===== src/rtl/asm_encoder.sv =====
// Serial mini-assembler: ASCII line (mnemonic, mode char, CR) -> 65C02 opcode + length.
// Optional ASM_LOWERCASE_EN folds 'a'-'z' to upper case in the three letter positions.
//
// Ports:
//   clk, RST (sync, active-high)
//   char_in[7:0], char_valid -> char_ready    : character stream in
//   op_byte[7:0], op_len[1:0], op_err, op_valid
//   op_ready                                   : result stream out
module asm_encoder #(
    parameter logic [7:0] ERR_BYTE = 8'h00
) (
    input  logic       clk,
    input  logic       RST,
    input  logic [7:0] char_in,
    input  logic       char_valid,
    output logic       char_ready,
    output logic [7:0] op_byte,
    output logic [1:0] op_len,
    output logic       op_err,
    output logic       op_valid,
    input  logic       op_ready
);

    localparam logic [2:0] S_IDLE  = 3'd0;
    localparam logic [2:0] S_L2    = 3'd1;
    localparam logic [2:0] S_L3    = 3'd2;
    localparam logic [2:0] S_MODE  = 3'd3;
    localparam logic [2:0] S_DRAIN = 3'd4;
    localparam logic [2:0] S_EMIT  = 3'd5;

    localparam logic [3:0] M_NONE = 4'd0;
    localparam logic [3:0] M_IMM  = 4'd1;
    localparam logic [3:0] M_ZP   = 4'd2;
    localparam logic [3:0] M_ZPX  = 4'd3;
    localparam logic [3:0] M_ZPY  = 4'd4;
    localparam logic [3:0] M_ABS  = 4'd5;
    localparam logic [3:0] M_ABX  = 4'd6;
    localparam logic [3:0] M_ABY  = 4'd7;
    localparam logic [3:0] M_IZX  = 4'd8;
    localparam logic [3:0] M_IZY  = 4'd9;
    localparam logic [3:0] M_IZP  = 4'd10;
    localparam logic [3:0] M_IND  = 4'd11;
    localparam logic [3:0] M_IAX  = 4'd12;

    localparam logic [7:0] C_CR  = 8'h0D;
    localparam logic [7:0] C_ESC = 8'h1B;
    localparam logic [7:0] C_SP  = 8'h20;

    logic [2:0] state_q, state_d;
    logic [7:0] l1_q, l1_d, l2_q, l2_d, l3_q, l3_d;
    logic [3:0] mode_q, mode_d;
    logic       err_q, err_d;
    logic [7:0] op_byte_q, op_byte_d;
    logic [1:0] op_len_q, op_len_d;
    logic       op_err_q, op_err_d;
    logic       op_valid_q, op_valid_d;

    logic [2:0] cur;
    logic       hs, emit, is_let;
    logic [7:0] ch;
    logic [3:0] mc;
    logic [9:0] res;

    function automatic logic [7:0] fold(input logic [7:0] c);
`ifdef ASM_LOWERCASE_EN
        if (c >= 8'h61 && c <= 8'h7A) return c - 8'h20;
`endif
        return c;
    endfunction

    // Zero means "not a mode character".
    function automatic logic [3:0] mode_of(input logic [7:0] c);
        case (c)
            "#": return M_IMM;
            "0": return M_ZP;
            "1": return M_ZPX;
            "2": return M_ZPY;
            "3": return M_ABS;
            "4": return M_ABX;
            "5": return M_ABY;
            "6": return M_IZX;
            "7": return M_IZY;
            "8": return M_IZP;
            "9": return M_IND;
            "!": return M_IAX;
            default: return M_NONE;
        endcase
    endfunction

    function automatic logic [1:0] len_of(input logic [3:0] md, input logic br);
        case (md)
            M_NONE: return br ? 2'd2 : 2'd1;
            M_IMM, M_ZP, M_ZPX, M_ZPY,
            M_IZX, M_IZY, M_IZP: return 2'd2;
            default: return 2'd3;
        endcase
    endfunction

    // Returns {ok, branch, opcode}.
    function automatic logic [9:0] lookup(input logic [23:0] mn, input logic [3:0] md);
        logic       ok, br, alu, sh, imp;
        logic [7:0] op, b;
        ok = 1'b1; br = 1'b0; alu = 1'b0; sh = 1'b0; imp = 1'b0;
        op = 8'h00; b = 8'h00;
        case (mn)
            "ORA": begin alu = 1'b1; b = 8'h00; end
            "AND": begin alu = 1'b1; b = 8'h20; end
            "EOR": begin alu = 1'b1; b = 8'h40; end
            "ADC": begin alu = 1'b1; b = 8'h60; end
            "STA": begin alu = 1'b1; b = 8'h80; end
            "LDA": begin alu = 1'b1; b = 8'hA0; end
            "CMP": begin alu = 1'b1; b = 8'hC0; end
            "SBC": begin alu = 1'b1; b = 8'hE0; end
            "ASL": begin sh = 1'b1; b = 8'h00; end
            "ROL": begin sh = 1'b1; b = 8'h20; end
            "LSR": begin sh = 1'b1; b = 8'h40; end
            "ROR": begin sh = 1'b1; b = 8'h60; end
            "BPL": begin imp = 1'b1; br = 1'b1; op = 8'h10; end
            "BMI": begin imp = 1'b1; br = 1'b1; op = 8'h30; end
            "BVC": begin imp = 1'b1; br = 1'b1; op = 8'h50; end
            "BVS": begin imp = 1'b1; br = 1'b1; op = 8'h70; end
            "BRA": begin imp = 1'b1; br = 1'b1; op = 8'h80; end
            "BCC": begin imp = 1'b1; br = 1'b1; op = 8'h90; end
            "BCS": begin imp = 1'b1; br = 1'b1; op = 8'hB0; end
            "BNE": begin imp = 1'b1; br = 1'b1; op = 8'hD0; end
            "BEQ": begin imp = 1'b1; br = 1'b1; op = 8'hF0; end
            "BRK": begin imp = 1'b1; op = 8'h00; end
            "PHP": begin imp = 1'b1; op = 8'h08; end
            "CLC": begin imp = 1'b1; op = 8'h18; end
            "PLP": begin imp = 1'b1; op = 8'h28; end
            "SEC": begin imp = 1'b1; op = 8'h38; end
            "RTI": begin imp = 1'b1; op = 8'h40; end
            "PHA": begin imp = 1'b1; op = 8'h48; end
            "CLI": begin imp = 1'b1; op = 8'h58; end
            "PHY": begin imp = 1'b1; op = 8'h5A; end
            "RTS": begin imp = 1'b1; op = 8'h60; end
            "PLA": begin imp = 1'b1; op = 8'h68; end
            "SEI": begin imp = 1'b1; op = 8'h78; end
            "PLY": begin imp = 1'b1; op = 8'h7A; end
            "DEY": begin imp = 1'b1; op = 8'h88; end
            "TXA": begin imp = 1'b1; op = 8'h8A; end
            "TYA": begin imp = 1'b1; op = 8'h98; end
            "TXS": begin imp = 1'b1; op = 8'h9A; end
            "TAY": begin imp = 1'b1; op = 8'hA8; end
            "TAX": begin imp = 1'b1; op = 8'hAA; end
            "CLV": begin imp = 1'b1; op = 8'hB8; end
            "TSX": begin imp = 1'b1; op = 8'hBA; end
            "INY": begin imp = 1'b1; op = 8'hC8; end
            "DEX": begin imp = 1'b1; op = 8'hCA; end
            "WAI": begin imp = 1'b1; op = 8'hCB; end
            "CLD": begin imp = 1'b1; op = 8'hD8; end
            "PHX": begin imp = 1'b1; op = 8'hDA; end
            "STP": begin imp = 1'b1; op = 8'hDB; end
            "INX": begin imp = 1'b1; op = 8'hE8; end
            "NOP": begin imp = 1'b1; op = 8'hEA; end
            "SED": begin imp = 1'b1; op = 8'hF8; end
            "PLX": begin imp = 1'b1; op = 8'hFA; end
            "INA": begin imp = 1'b1; op = 8'h1A; end
            "DEA": begin imp = 1'b1; op = 8'h3A; end
            "INC": case (md)
                M_NONE: op = 8'h1A;  M_ZP:  op = 8'hE6;
                M_ZPX:  op = 8'hF6;  M_ABS: op = 8'hEE;
                M_ABX:  op = 8'hFE;  default: ok = 1'b0;
            endcase
            "DEC": case (md)
                M_NONE: op = 8'h3A;  M_ZP:  op = 8'hC6;
                M_ZPX:  op = 8'hD6;  M_ABS: op = 8'hCE;
                M_ABX:  op = 8'hDE;  default: ok = 1'b0;
            endcase
            "BIT": case (md)
                M_IMM: op = 8'h89;  M_ZP:  op = 8'h24;
                M_ZPX: op = 8'h34;  M_ABS: op = 8'h2C;
                M_ABX: op = 8'h3C;  default: ok = 1'b0;
            endcase
            "LDX": case (md)
                M_IMM: op = 8'hA2;  M_ZP:  op = 8'hA6;
                M_ZPY: op = 8'hB6;  M_ABS: op = 8'hAE;
                M_ABY: op = 8'hBE;  default: ok = 1'b0;
            endcase
            "LDY": case (md)
                M_IMM: op = 8'hA0;  M_ZP:  op = 8'hA4;
                M_ZPX: op = 8'hB4;  M_ABS: op = 8'hAC;
                M_ABX: op = 8'hBC;  default: ok = 1'b0;
            endcase
            "STX": case (md)
                M_ZP: op = 8'h86;  M_ZPY: op = 8'h96;
                M_ABS: op = 8'h8E; default: ok = 1'b0;
            endcase
            "STY": case (md)
                M_ZP: op = 8'h84;  M_ZPX: op = 8'h94;
                M_ABS: op = 8'h8C; default: ok = 1'b0;
            endcase
            "STZ": case (md)
                M_ZP:  op = 8'h64;  M_ZPX: op = 8'h74;
                M_ABS: op = 8'h9C;  M_ABX: op = 8'h9E;
                default: ok = 1'b0;
            endcase
            "CPX": case (md)
                M_IMM: op = 8'hE0;  M_ZP: op = 8'hE4;
                M_ABS: op = 8'hEC;  default: ok = 1'b0;
            endcase
            "CPY": case (md)
                M_IMM: op = 8'hC0;  M_ZP: op = 8'hC4;
                M_ABS: op = 8'hCC;  default: ok = 1'b0;
            endcase
            "TSB": case (md)
                M_ZP: op = 8'h04;  M_ABS: op = 8'h0C;
                default: ok = 1'b0;
            endcase
            "TRB": case (md)
                M_ZP: op = 8'h14;  M_ABS: op = 8'h1C;
                default: ok = 1'b0;
            endcase
            "JMP": case (md)
                M_ABS: op = 8'h4C;  M_IND: op = 8'h6C;
                M_IAX: op = 8'h7C;  default: ok = 1'b0;
            endcase
            "JSR": if (md == M_ABS) op = 8'h20; else ok = 1'b0;
            default: ok = 1'b0;
        endcase
        // ALU and shift groups share a column layout relative to their base.
        if (alu) begin
            case (md)
                M_IMM: begin op = b + 8'h09; ok = (mn != "STA"); end
                M_ZP:  op = b + 8'h05;
                M_ZPX: op = b + 8'h15;
                M_ABS: op = b + 8'h0D;
                M_ABX: op = b + 8'h1D;
                M_ABY: op = b + 8'h19;
                M_IZX: op = b + 8'h01;
                M_IZY: op = b + 8'h11;
                M_IZP: op = b + 8'h12;
                default: ok = 1'b0;
            endcase
        end else if (sh) begin
            case (md)
                M_NONE: op = b + 8'h0A;
                M_ZP:   op = b + 8'h06;
                M_ZPX:  op = b + 8'h16;
                M_ABS:  op = b + 8'h0E;
                M_ABX:  op = b + 8'h1E;
                default: ok = 1'b0;
            endcase
        end else if (imp && md != M_NONE) begin
            ok = 1'b0;
        end
        return {ok, br, op};
    endfunction

    always_comb begin
        state_d    = state_q;
        l1_d       = l1_q;
        l2_d       = l2_q;
        l3_d       = l3_q;
        mode_d     = mode_q;
        err_d      = err_q;
        op_byte_d  = op_byte_q;
        op_len_d   = op_len_q;
        op_err_d   = op_err_q;
        op_valid_d = op_valid_q;
        emit       = 1'b0;
        cur        = state_q;
        hs         = op_valid_q & op_ready;
        ch         = fold(char_in);
        mc         = mode_of(char_in);
        is_let     = (ch >= "A") && (ch <= "Z");
        res        = lookup({l1_q, l2_q, l3_q}, mode_q);

        // Handoff frees the FSM in the same cycle, so a char can land here too.
        if (hs) begin
            op_valid_d = 1'b0;
            err_d      = 1'b0;
            state_d    = S_IDLE;
            cur        = S_IDLE;
        end
        char_ready = (state_q != S_EMIT) | hs;

        if (char_valid && char_ready) begin
            if (char_in == C_ESC) begin
                state_d = S_IDLE;
                err_d   = 1'b0;
            end else begin
                case (cur)
                    S_IDLE: begin
                        if (char_in != C_SP && char_in != C_CR) begin
                            if (is_let) begin
                                l1_d    = ch;
                                l2_d    = 8'h00;
                                l3_d    = 8'h00;
                                mode_d  = M_NONE;
                                state_d = S_L2;
                            end else begin
                                err_d   = 1'b1;
                                state_d = S_DRAIN;
                            end
                        end
                    end
                    S_L2, S_L3: begin
                        if (is_let) begin
                            if (cur == S_L2) begin
                                l2_d    = ch;
                                state_d = S_L3;
                            end else begin
                                l3_d    = ch;
                                state_d = S_MODE;
                            end
                        end else if (char_in == C_CR) begin
                            err_d = 1'b1;
                            emit  = 1'b1;
                        end else begin
                            err_d   = 1'b1;
                            state_d = S_DRAIN;
                        end
                    end
                    S_MODE: begin
                        if (char_in == C_CR) begin
                            emit = 1'b1;
                        end else if (mc != M_NONE && mode_q == M_NONE) begin
                            mode_d = mc;
                        end else begin
                            err_d   = 1'b1;
                            state_d = S_DRAIN;
                        end
                    end
                    S_DRAIN: begin
                        if (char_in == C_CR) begin
                            err_d = 1'b1;
                            emit  = 1'b1;
                        end
                    end
                    default: ;
                endcase
            end
        end

        if (emit) begin
            state_d    = S_EMIT;
            op_valid_d = 1'b1;
            if (err_d || !res[9]) begin
                op_err_d  = 1'b1;
                op_byte_d = ERR_BYTE;
                op_len_d  = 2'd0;
            end else begin
                op_err_d  = 1'b0;
                op_byte_d = res[7:0];
                op_len_d  = len_of(mode_q, res[8]);
            end
        end
    end

    always_ff @(posedge clk) begin
        if (RST) begin
            state_q    <= S_IDLE;
            l1_q       <= 8'h00;
            l2_q       <= 8'h00;
            l3_q       <= 8'h00;
            mode_q     <= M_NONE;
            err_q      <= 1'b0;
            op_byte_q  <= 8'h00;
            op_len_q   <= 2'd0;
            op_err_q   <= 1'b0;
            op_valid_q <= 1'b0;
        end else begin
            state_q    <= state_d;
            l1_q       <= l1_d;
            l2_q       <= l2_d;
            l3_q       <= l3_d;
            mode_q     <= mode_d;
            err_q      <= err_d;
            op_byte_q  <= op_byte_d;
            op_len_q   <= op_len_d;
            op_err_q   <= op_err_d;
            op_valid_q <= op_valid_d;
        end
    end

    assign op_byte  = op_byte_q;
    assign op_len   = op_len_q;
    assign op_err   = op_err_q;
    assign op_valid = op_valid_q;

endmodule


===== config.mk =====
export PLATFORM = sky130hd
export DESIGN_NAME = asm_encoder
export DESIGN_NICKNAME = d
export VERILOG_FILES = /design/src/rtl/asm_encoder.sv
export SDC_FILE = /design/constraint.sdc
export NUM_CORES = 1
export LEC_CHECK = 0
export ABC_AREA = 1
export CORE_ASPECT_RATIO = 0.6
export CORE_UTILIZATION = 55
export CTS_CLUSTER_DIAMETER = 60
export DETAILED_ROUTE_END_ITERATION = 16
export PLACE_DENSITY_LB_ADDON = 0.12
export SLEW_MARGIN = 20
export SYNTH_ARGS = -nofsm -noshare
export SYNTH_HDL_FRONTEND = slang
export SYNTH_SLANG_ARGS = --single-unit

===== constraint.sdc =====
create_clock -name clk -period 2.4 [get_ports clk]
set_clock_uncertainty 0.1 [all_clocks]
set_input_delay 0.24 -clock clk [delete_from_list [all_inputs] [get_ports clk]]
set_output_delay 0.24 -clock clk [all_outputs]
set_load 0.05 [all_outputs]

==> results.yml, run 1 <==
synth:
  ys_ff_latch: 44
  yosysSeqAreaShare_pct: 15.2
  synth_flop_cell: "dfxtp_1"
  synth_area_per_cell_sq_um: 5.12
  synth_warnings: 0
  synth_nets: 1141
  synth_common_cells: "330 x nand2_1, 224 x nor2_1, 146 x nand3_1"
  synth_area_leaders: "nand2_1 21%, dfxtp_1 15%, nor2_1 15%, nand3_1 13%, inv_1 6.4%"
  synth.most_common_cell: "nand2_1"
  synthesis.area_sq_um: 5780
  synth.top_cell.area_share_pct: 21.4
  yosys.area.top_type: "nand2_1"
  synth_edf_count: 0
  synth_cell_types: 39
  async_flop_share_pct: 0
  synth_cells: 1129
placed_design:
  dpl.hpwl_mm: 23.4
  io_buffers: 24
  gp_congestion: 1.20
  placed_area_sq_um: 8140
global_routing:
  track_usage_pct: 100
  gr-total-overflow: 825
  grt_start_max_net_pins: 24
floorplan:
  die_h_um: 81.4
  start_util_pct: 57.7
  num_io_pins: 25
  row_count: 28
  die_w_um: 134
sta:
  worst-ep-kind: "register input"
  grt-worst-endpoint: "op_byte[2]$_SDFFE_PP0P_/D"
cts:
  clock_sinks: 44
  h-tree-depth: 2
  cts-buffers-inserted: 5
  clockBufferDepth: 2
  clockRootBuffer: "clkbuf_16"
  holdBufCountCts: 0
status:
  status: "stopped before the end"
  haltStage: "5_1_grt"
  tool.error: "[ERROR GRT-0232] Routing congestion too high. Check the congestion heatmap in the GUI."
per-layer routing:
metal	GRT overflow	GRT usage (%)
met1	28	89.9
met2	569	128
met3	36	79.6
met4	189	115
met5	3	65.3
repair_timing:
item | CTS
gates cloned | 1
resized for setup | 107
buffers inserted | 25
setup endpoints to repair | 17
pin swaps | 34
endpoints found under the hold margin | 0
metrics by stage:
step / worst slack, ps / std cells
4_1_cts: -70.5 / 1562
2_1_floorplan: 35.3 / 1129
3_3_place_gp: -231 / 1528
3_5_place_dp: -420 / 1528
cell families after synthesis:
family,count (synthesis),synth area share (%)
AOI/OAI and AO/OA,109,10.7
buffers and inverters,136,9.40
DFF,44,15.2
and+or+nand+nor,840,64.6
==> run 2, diff against run 1 <==
--- a/config.mk
+++ b/config.mk
@@ -6,11 +6,9 @@
 export NUM_CORES = 1
 export LEC_CHECK = 0
 export ABC_AREA = 1
-export CORE_ASPECT_RATIO = 0.6
-export CORE_UTILIZATION = 55
-export CTS_CLUSTER_DIAMETER = 60
+export CORE_UTILIZATION = 40
 export DETAILED_ROUTE_END_ITERATION = 16
-export PLACE_DENSITY_LB_ADDON = 0.12
+export PLACE_DENSITY_LB_ADDON = 0.15
 export SLEW_MARGIN = 20
 export SYNTH_ARGS = -nofsm -noshare
 export SYNTH_HDL_FRONTEND = slang
==> results.yml, run 2 <==
floorplan:
  die_h_um: 122
  row_count: 43
  fp.dieArea_sq_um: 14900
  coreArea_sq_um: 14000
  die_w_um: 122
  start_util_pct: 41.3
  num_io_pins: 25
critical_path:
  critPathLaunchType: "flip-flop"
  rr_endpoint: "op_byte[4]$_SDFFE_PP0P_"
  crit_top_cell: "nand2_1"
  path_class: "reg -> reg"
  max_stage_delay_ps: 400
  regToRegStartpoint: "l2_q[1]$_SDFFE_PP0P_"
  required_ps: 2480
  worst-path-max-fanout: 6
  worst_path_max_delay_cell: "dfxtp_2"
  r2r_cells: 19
  cp_cell_sequence: "buf_4 -> nor2_4 -> nand2_2 -> nor2_4 -> buf_12 -> buf_6 -> buf_6 -> nand3_1 -> nand2_1 -> nor2_4 -> nand3_1 -> nor2_1 -> nand3_1 -> nand2_1 -> nand2_1 -> nand2_2 -> nor2_2 -> nand3_2 -> nand2_1"
  arrival_ps: 2600
  r2r_slack_ps: -130
  crit_path_end_kind: "flip-flop"
sta:
  max_clock_freq_ghz: 0.396
  final-hold-violation-count: 0
  slew_headroom_pct: 46.8
  fin_setup_tns_ps: -721
  hold_slack_ps: 350
  min_period_ps: 2530
  min_period_over_period_pct: 105
  final-max-slew-violation-count: 0
  rsz0062_at_grt: "true"
  postLayoutSetupSlackWorst_ps: -126
  worst_slew_pin_slew_ps: 797
  setup_viol: 10
routing:
  route.detailed.wl_per_inst_um: 17.8
  dr.pass1.iters: 9
  drc_errors: 0
  via_count: 9323
  drtAntennaViolNets: 0
  vias_per_cell: 5.52
  drt_iter0_drc: 953
  routed_wl_mm: 30.0
layout:
  fill_cells: 1252
  final-seq-area_sq_um: 931
  drive_above_1_share_pct: 43.9
  fin_nets: 1520
  layout_common_cells: "344 x buf_4, 269 x nand2_1, 160 x nor2_1"
  multi_input_area_sq_um: 5190
  synthToLayoutAreaGrowth_pct: 75.4
  final_common_cell: "buf_4"
  num_antenna_cells: 0
  finalInstanceArea_sq_um: 10100
  fin_cells: 1689
placed_design:
  dpl.hpwl_mm: 23.6
  dp.cells: 1643
  gp_congestion: 1.10
  io_buffers: 24
  placed_area_sq_um: 8710
synth:
  synth-adder-area-share_pct: 0
  synth-simple-area-share_pct: 64.6
  synthesis.area_sq_um: 5780
  synth_area_per_cell_sq_um: 5.12
  async_flop_share_pct: 0
  synth_cell_types: 39
  synth_common_cells: "330 x nand2_1, 224 x nor2_1, 146 x nand3_1"
  synthMuxAreaShare_pct: 0
  ys_ff_latch: 44
  synth_flop_cell: "dfxtp_1"
  synth.most_common_cell: "nand2_1"
  yosys.area.top_type: "nand2_1"
  yosysSeqAreaShare_pct: 15.2
  synth_nets: 1141
  synth_warnings: 0
  synth_area_leaders: "nand2_1 21%, dfxtp_1 15%, nor2_1 15%, nand3_1 13%, inv_1 6.4%"
  synth_compound_area_share_pct: 10.7
  synth_xor_area_share_pct: 0
  synth_top_family_by_area: "simple AND/OR/NAND/NOR gates"
  synth_cells: 1129
  synth_edf_count: 0
  synth.top_cell.area_share_pct: 21.4
cts:
  h-tree-depth: 2
  holdBufCountCts: 0
  cts_tree: "built"
  clock_latency_ps: 290
  clockBufferDepth: 2
  clock_sinks: 44
  cts-buffers-inserted: 5
  clockRootBuffer: "clkbuf_16"
  clk_pin_slew_ps: 60
min_path:
  hp-class: "reg -> reg"
  hp-start: "op_byte[5]$_SDFFE_PP0P_"
  hold-path-cell-count: 2
  whs_endpoint: "op_byte[5]$_SDFFE_PP0P_"
global_routing:
  gr-total-overflow: 0
  track_usage_pct: 40.1
  grt_pass1_wl_mm: 45.4
  grt_pass1_vias: 8685
  antenna_found_initial: 0
  grt_start_max_net_pins: 24
status:
  status: "complete, but fails checks"
  violations: "setup timing"
power_and_ir_drop:
  powerDensity_nw_per_um2: 260
  vdd_drop_max_mv: 0.446
  power.total_mw: 2.64
  cellLeakagePower_nw: 5.07
flow_run:
  drv_cap: 0
==> run 2: cell families after synthesis <==
| kind of cell | after synthesis |
|---|---|
| AND/OR/NAND/NOR | 840 |
| buffers and inverters | 136 |
| AO/OA/AOI/OAI | 109 |
| flip-flops | 44 |
==> run 2: layer usage <==
metal / global-route usage, % / up-vias / share of wire [%]
li1: - / 4463 / -
met1: 48.4 / 4227 / 39
met2: 65.7 / 491 / 45
met3: 9.50 / 142 / 10
met4: 20.8 / 0 / 6.1
met5: 0 / - / 0
==> run 2: report_power, final <==
group          switching, mW  total, mW  internal, mW
Clock                  0.280      0.801         0.521
Combinational          0.584       1.02         0.432
Sequential            0.0500      0.821         0.771
Total                  0.914       2.64          1.72
==> run 2: worst max-delay path by stage <==
stage / startpoint / endpoint / slack [ps] / cells past startpoint
after detailed placement: char_in[0] / op_len[0]$_SDFFE_PP0P_ / -210 / 15
after floorplan: op_valid$_SDFFE_PP0P_ / l2_q[0]$_SDFFE_PP0P_ / 40 / 12
after global placement: l2_q[7]$_SDFFE_PP0P_ / op_byte[6]$_SDFFE_PP0P_ / -190 / 17
after global routing: l2_q[2]$_SDFFE_PP0P_ / op_len[0]$_SDFFE_PP0P_ / -260 / 19
after CTS: l3_q[4]$_SDFFE_PP0P_ / op_len[0]$_SDFFE_PP0P_ / -20 / 19
final: l2_q[1]$_SDFFE_PP0P_ / op_byte[4]$_SDFFE_PP0P_ / -130 / 19
==> run 2: area by class of cell <==
class / count / area share (%)
Clock buffer: 6 / 1.37
Timing Repair Buffer: 393 / 31.4
Inverter: 115 / 4.28
Tap cell: 180 / 2.22
Clock inverter: 2 / 0.383
Multi-Input combinational cell: 949 / 51.2
Sequential cell: 44 / 9.19
==> run 2: critical path: cells and delay by family, from the launching register on <==
family                 cells  cell delay [ps]
buffers and inverters      4              530
AND/OR/NAND/NOR           15             1370
flip-flops                 1              400
==> run 2: stage by stage <==
step	utilization, %	setup WS, ps
floorplan	-	35.3
global placement	62.3	-193
detailed placement	62.3	-214
CTS	67.8	-24.1
global route	72.5	-261
finish	72.5	-126
==> run 2: what timing repair did <==
| item | CTS | global route |
|---|---|---|
| cloned | 0 | 0 |
| setup buffers | 17 | 23 |
| endpoints found under the setup margin | 11 | 20 |
| resized for setup | 143 | 149 |
| pin swaps | 27 | 54 |
Note: power is estimated with default switching activity, not from simulation.
